File: src/rtl/pixel_draw_arbiter.sv
// pixel_draw_arbiter: grants one drawing engine at a time and registers its
// pixel stream onto the VGA adapter port (x/y/colour/plot).
// Ports: clk, resetn (async, active low); per-channel req/px_valid/px_last and
// flattened px_x_in/px_y_in/px_c_in; outputs grant/px_ready (one-hot owner),
// x/y/colour/plot (registered pixel), busy (owning), pix_count (burst pixels).
// Optional: define PIXEL_DRAW_ARBITER_COUNT_EN to enable the pix_count counter.
module pixel_draw_arbiter #(
   parameter int NCH = 4,
   parameter int XW  = 9,
   parameter int YW  = 9,
   parameter int CW  = 3,
   parameter int RR  = 1
) (
   input  logic              clk,
   input  logic              resetn,
   input  logic [NCH-1:0]    req,
   input  logic [NCH-1:0]    px_valid,
   input  logic [NCH-1:0]    px_last,
   input  logic [NCH*XW-1:0] px_x_in,
   input  logic [NCH*YW-1:0] px_y_in,
   input  logic [NCH*CW-1:0] px_c_in,
   output logic [NCH-1:0]    grant,
   output logic [NCH-1:0]    px_ready,
   output logic [XW-1:0]     x,
   output logic [YW-1:0]     y,
   output logic [CW-1:0]     colour,
   output logic              plot,
   output logic              busy,
   output logic [15:0]       pix_count
);

   localparam int PW = (NCH > 1) ? $clog2(NCH) : 1;

   typedef enum logic {IDLE, OWN} state_t;

   state_t         state_q, state_d;
   logic [PW-1:0]  ptr_q, ptr_d;
   logic [NCH-1:0] grant_q, grant_d;
   logic [XW-1:0]  x_q, x_d;
   logic [YW-1:0]  y_q, y_d;
   logic [CW-1:0]  c_q, c_d;
   logic           plot_q, plot_d;

   logic [PW-1:0]  win_idx;
   logic           win_found;
   logic [PW-1:0]  g_idx;
   logic [PW-1:0]  g_nxt;
   logic           acc;

   // First requester at or after the start index, wrapping.
   always_comb begin
      int unsigned start;
      int unsigned j;
      start     = (RR != 0) ? int'(ptr_q) : 0;
      win_found = 1'b0;
      win_idx   = '0;
      for (int k = 0; k < NCH; k++) begin
         j = (start + k) % NCH;
         if (!win_found && req[j]) begin
            win_found = 1'b1;
            win_idx   = PW'(j);
         end
      end
   end

   always_comb begin
      g_idx = '0;
      for (int i = 0; i < NCH; i++) begin
         if (grant_q[i]) g_idx = PW'(i);
      end
   end

   assign g_nxt = (int'(g_idx) == NCH - 1) ? '0 : g_idx + PW'(1);

   // grant_q is zero outside OWN, so acc only fires for the owner.
   assign acc = |(px_valid & grant_q);

   always_comb begin
      state_d = state_q;
      ptr_d   = ptr_q;
      grant_d = grant_q;
      unique case (state_q)
         IDLE: begin
            if (win_found) begin
               state_d          = OWN;
               grant_d          = '0;
               grant_d[win_idx] = 1'b1;
            end
         end
         OWN: begin
            // Last pixel or dropped request ends the burst; the pixel
            // offered on that cycle is still accepted.
            if ((acc && px_last[g_idx]) || !req[g_idx]) begin
               state_d = IDLE;
               grant_d = '0;
               ptr_d   = g_nxt;
            end
         end
         default: begin
            state_d = IDLE;
            grant_d = '0;
         end
      endcase
   end

   always_comb begin
      plot_d = acc;
      x_d    = x_q;
      y_d    = y_q;
      c_d    = c_q;
      if (acc) begin
         x_d = px_x_in[int'(g_idx)*XW +: XW];
         y_d = px_y_in[int'(g_idx)*YW +: YW];
         c_d = px_c_in[int'(g_idx)*CW +: CW];
      end
   end

   always_ff @(posedge clk or negedge resetn) begin
      if (!resetn) begin
         state_q <= IDLE;
         ptr_q   <= '0;
         grant_q <= '0;
         x_q     <= '0;
         y_q     <= '0;
         c_q     <= '0;
         plot_q  <= 1'b0;
      end else begin
         state_q <= state_d;
         ptr_q   <= ptr_d;
         grant_q <= grant_d;
         x_q     <= x_d;
         y_q     <= y_d;
         c_q     <= c_d;
         plot_q  <= plot_d;
      end
   end

`ifdef PIXEL_DRAW_ARBITER_COUNT_EN
   logic [15:0] cnt_q, cnt_d;

   always_comb begin
      cnt_d = cnt_q;
      if (state_q == IDLE && win_found) begin
         cnt_d = '0;
      end else if (acc && cnt_q != 16'hFFFF) begin
         cnt_d = cnt_q + 16'd1;
      end
   end

   always_ff @(posedge clk or negedge resetn) begin
      if (!resetn) cnt_q <= '0;
      else         cnt_q <= cnt_d;
   end

   assign pix_count = cnt_q;
`else
   assign pix_count = '0;
`endif

   assign grant    = grant_q;
   assign px_ready = grant_q;
   assign x        = x_q;
   assign y        = y_q;
   assign colour   = c_q;
   assign plot     = plot_q;
   assign busy     = (state_q == OWN);

endmodule

File: config.mk
export PLATFORM = sky130hd
export DESIGN_NAME = pixel_draw_arbiter
export DESIGN_NICKNAME = d
export VERILOG_FILES = /design/src/rtl/pixel_draw_arbiter.sv
export SDC_FILE = /design/constraint.sdc
export NUM_CORES = 1
export LEC_CHECK = 0
export ABC_AREA = 1
export CORE_ASPECT_RATIO = 0.9
export CORE_MARGIN = 2
export CORE_UTILIZATION = 34
export DETAILED_ROUTE_END_ITERATION = 12
export PLACE_DENSITY = 0.78
export SLEW_MARGIN = 0
export SYNTH_ARGS = -nofsm -noshare
export SYNTH_HDL_FRONTEND = slang
export SYNTH_SLANG_ARGS = --single-unit
File: constraint.sdc
create_clock -name clk -period 1.4 [get_ports clk]
set_input_delay 0.14 -clock clk [delete_from_list [all_inputs] [get_ports clk]]
set_output_delay 0.14 -clock clk [all_outputs]
set_load 0.1 [all_outputs]
==> flow_metrics.env <==
export IMPL_status="finished, violations left"
export IMPL_failed_checks="negative setup slack"
export IMPL_total_power_w=0.0120
export IMPL_grt_total_usage=0.230
export IMPL_worstSkewPairLatency_ns=0.27
export IMPL_synth_area_leaders="dfrtp_1, nor2_1, o21ai_0"
export IMPL_yosysTopAreaCell="dfrtp_1"
export IMPL_max_cap_violations=0
export IMPL_wl_met1_mm=3.34
export IMPL_fin_cells=599
export IMPL_synthAdderAreaFrac=0
export IMPL_totalWireLength_mm=8.76
export IMPL_dp_hpwl_mm=6.33
export IMPL_grt_pass1_vias=2937
export IMPL_tritoncts="yes"
export IMPL_vias_per_cell=4.95
export IMPL_rsz0062_at_grt="yes"
export IMPL_mostFrequentLayoutCells="nor2_1, clkdlybuf4s50_1, nand2_1"
export IMPL_crit_family="simple AND/OR/NAND/NOR gates"
export IMPL_initial_core_util=0.352
export IMPL_yosys_cell_types_count=25
export IMPL_worstPathCellList="buf_6 -> nand2_4 -> nand2_4 -> nand2_2 -> nand2_4 -> nor2_8 -> nand2_1 -> nor2_1 -> nor2_2 -> nand3_1 -> nand2_1"
export IMPL_grt_overflow_total=0
export IMPL_dp_cells=585
export IMPL_critPathRequiredTime_ns=1.56
export IMPL_critical_path_max_stage_delay_ns=0.46
export IMPL_synth_simple_area_share=0.373
export IMPL_coreArea_mm2=0.00655
export IMPL_seq_area_frac_synth=0.315
export IMPL_final_critical_path_setup_slack_ns=-0.180
export IMPL_ant_nets=0
export IMPL_grt_pass1_wl_mm=13.7
export IMPL_synth_top_family_by_area="simple AND/OR/NAND/NOR gates"
export IMPL_die_w_um=90.8
export IMPL_synthMuxAreaShare=0
export IMPL_fin_util=0.691
export IMPL_start_kind="flop"
export IMPL_cp_arrival_ns=1.74
export IMPL_syn_area_mm2=0.00230
export IMPL_cp_common_cell="nand2_4"
export IMPL_cts_root_buf="clkbuf_8"
export IMPL_grt_max_degree=30
export IMPL_fill_cells=502
export IMPL_clock_sinks=29
export IMPL_cts_buffers=5
export IMPL_hold_viol=0
export IMPL_vdd_drop_max_mv=1.06
export IMPL_io_pins=145
export IMPL_dr_wl_met2_mm=4.54
export IMPL_power_density_mw_per_mm2=2640
export IMPL_grt_antenna_before_repair=0
export IMPL_tns_ns=-1.13
export IMPL_vias=2963
export IMPL_htreeDepth=2
export IMPL_path_buf_inv=1
export IMPL_dpl_cell_area_mm2=0.00413
export IMPL_slew_viol_final=0
export IMPL_die_area_mm2=0.00745
export IMPL_avgSynthCellArea_um2=6.42
export IMPL_top_layer_used="met4"
export IMPL_cts_clk_slew_worst_paths_ns=0.06
export IMPL_fin_crit_ns=1.58
export IMPL_final_common_cell="nor2_1"
export IMPL_leakagePower_nw=2.01
export IMPL_rows=28
export IMPL_syn_inst=359
export IMPL_drt_drc_violations_left=0
export IMPL_critical_path_slowest_cell="dfrtp_2"
export IMPL_synth_compound_area_frac=0.180
export IMPL_synth_top_area_share=0.315
export IMPL_drt_iter0_drc=121
export IMPL_wl_per_cell_um=14.6
export IMPL_crit_path_end_kind="flop"
export IMPL_synth_xor_area_frac=0
export IMPL_die_height_um=82.1
export IMPL_area_delta_synth_final_pct=96.6
export IMPL_postCtsHoldBufs=0
export IMPL_skew_ns=0.00476
export IMPL_crit_fanout=6
export IMPL_post_route_period_util=1.13
export IMPL_fmax_mhz=633
export IMPL_ctsLongestPathBuffers=2
export IMPL_yosys_warnings=0
export IMPL_ys_seq_elements=29
export IMPL_finalWeightedCongestion=0.850
export IMPL_setup_viol=15
export IMPL_numPortBuffers=128
export IMPL_final_area_mm2=0.00453
export IMPL_drive_above_1_share=0.265
export IMPL_route_met3_wl_um=699
export IMPL_dr_pass1_iters=5
export IMPL_fin_nets=607
export IMPL_n_antenna_cell=0
export IMPL_worst_setup_path_type="flop to flop"
export IMPL_hp_class="input port to async pin"
[power breakdown]
part / switching (W) / internal (W)
combinational: 0.00600 / 0.00355
clock: 0.000303 / 0.000389
sequential: 0.000459 / 0.00127
total: 0.00676 / 0.00520
[final cells by class]
type / instances / area (um^2) / area share
timing repair buffer: 166 / 1990 / 0.440
multi-input combinational: 290 / 1520 / 0.336
sequential: 29 / 741 / 0.164
tap: 90 / 113 / 0.0249
clock buffer: 7 / 86.3 / 0.0191
inverter: 16 / 67.6 / 0.0149
timing repair inverter: 1 / 7.51 / 0.00166
[synthesized netlist by cell type (all sizes together)]
| cell type | n |
|---|---|
| nand2 | 70 |
| nand3 | 15 |
| nor2 | 109 |
| conb | 1 |
| nand4 | 3 |
| a31oi | 22 |
| buf | 24 |
| inv | 16 |
| nand3b | 3 |
| o211ai | 1 |
| clkbuf | 15 |
| o21ai | 50 |
| dfrtp | 29 |
| a21oi | 1 |
[layer usage]
metal  up-vias  GRT usage
met4         0     0.0862
met5         -          0
met3        20     0.0697
met1      1362      0.253
li1       1436          -
met2       145      0.424
[logic make-up after synthesis]
| family | after synthesis |
|---|---|
| flops | 29 |
| buf+inv | 55 |
| compound gates | 74 |
| simple gates | 200 |
| other cells | 1 |
[metrics by stage]
step | setup slack, ns | hold slack (ns)
after global placement | -0.156 | 0.540
after floorplan | -0.256 | -0.156
after CTS | -0.136 | 0.276
after global routing | -0.249 | 0.316
after detailed placement | -0.235 | 0.546
final | -0.180 | 0.271
[registers in the layout, summed over array words and instances, names as in the netlist]
| register | cells |
|---|---|
| plot | 1 |
| x | 9 |
| y | 9 |
| grant | 4 |
| ptr_q | 2 |
| busy | 1 |
| colour | 3 |
[timing repair]
action                                  4_1_cts  5_1_grt
resized for setup                            55       23
setup buffers                                 6        2
endpoints found under the setup margin       30       32
cloned                                        3        0
pin swaps                                    24       12
[path summary, 6_finish.rpt]
check | slack (ns) | depth (start not counted) | startpoint | to
worst max-delay path | -0.18 | 11 | ptr_q[0] | grant[1]
worst min-delay path | 0.27 | 2 | resetn | colour[1]
worst max register to register | -0.18 | 11 | ptr_q[0] | grant[1]
worst min register to register | 0.59 | 2 | x[1] | x[1]
max in group asynchronous | 0.81 | 2 | resetn | grant[3]
min in group clk | 0.51 | 3 | px_c_in[3] | colour[0]
No activity file was read; power rests on OpenSTA's default activity.
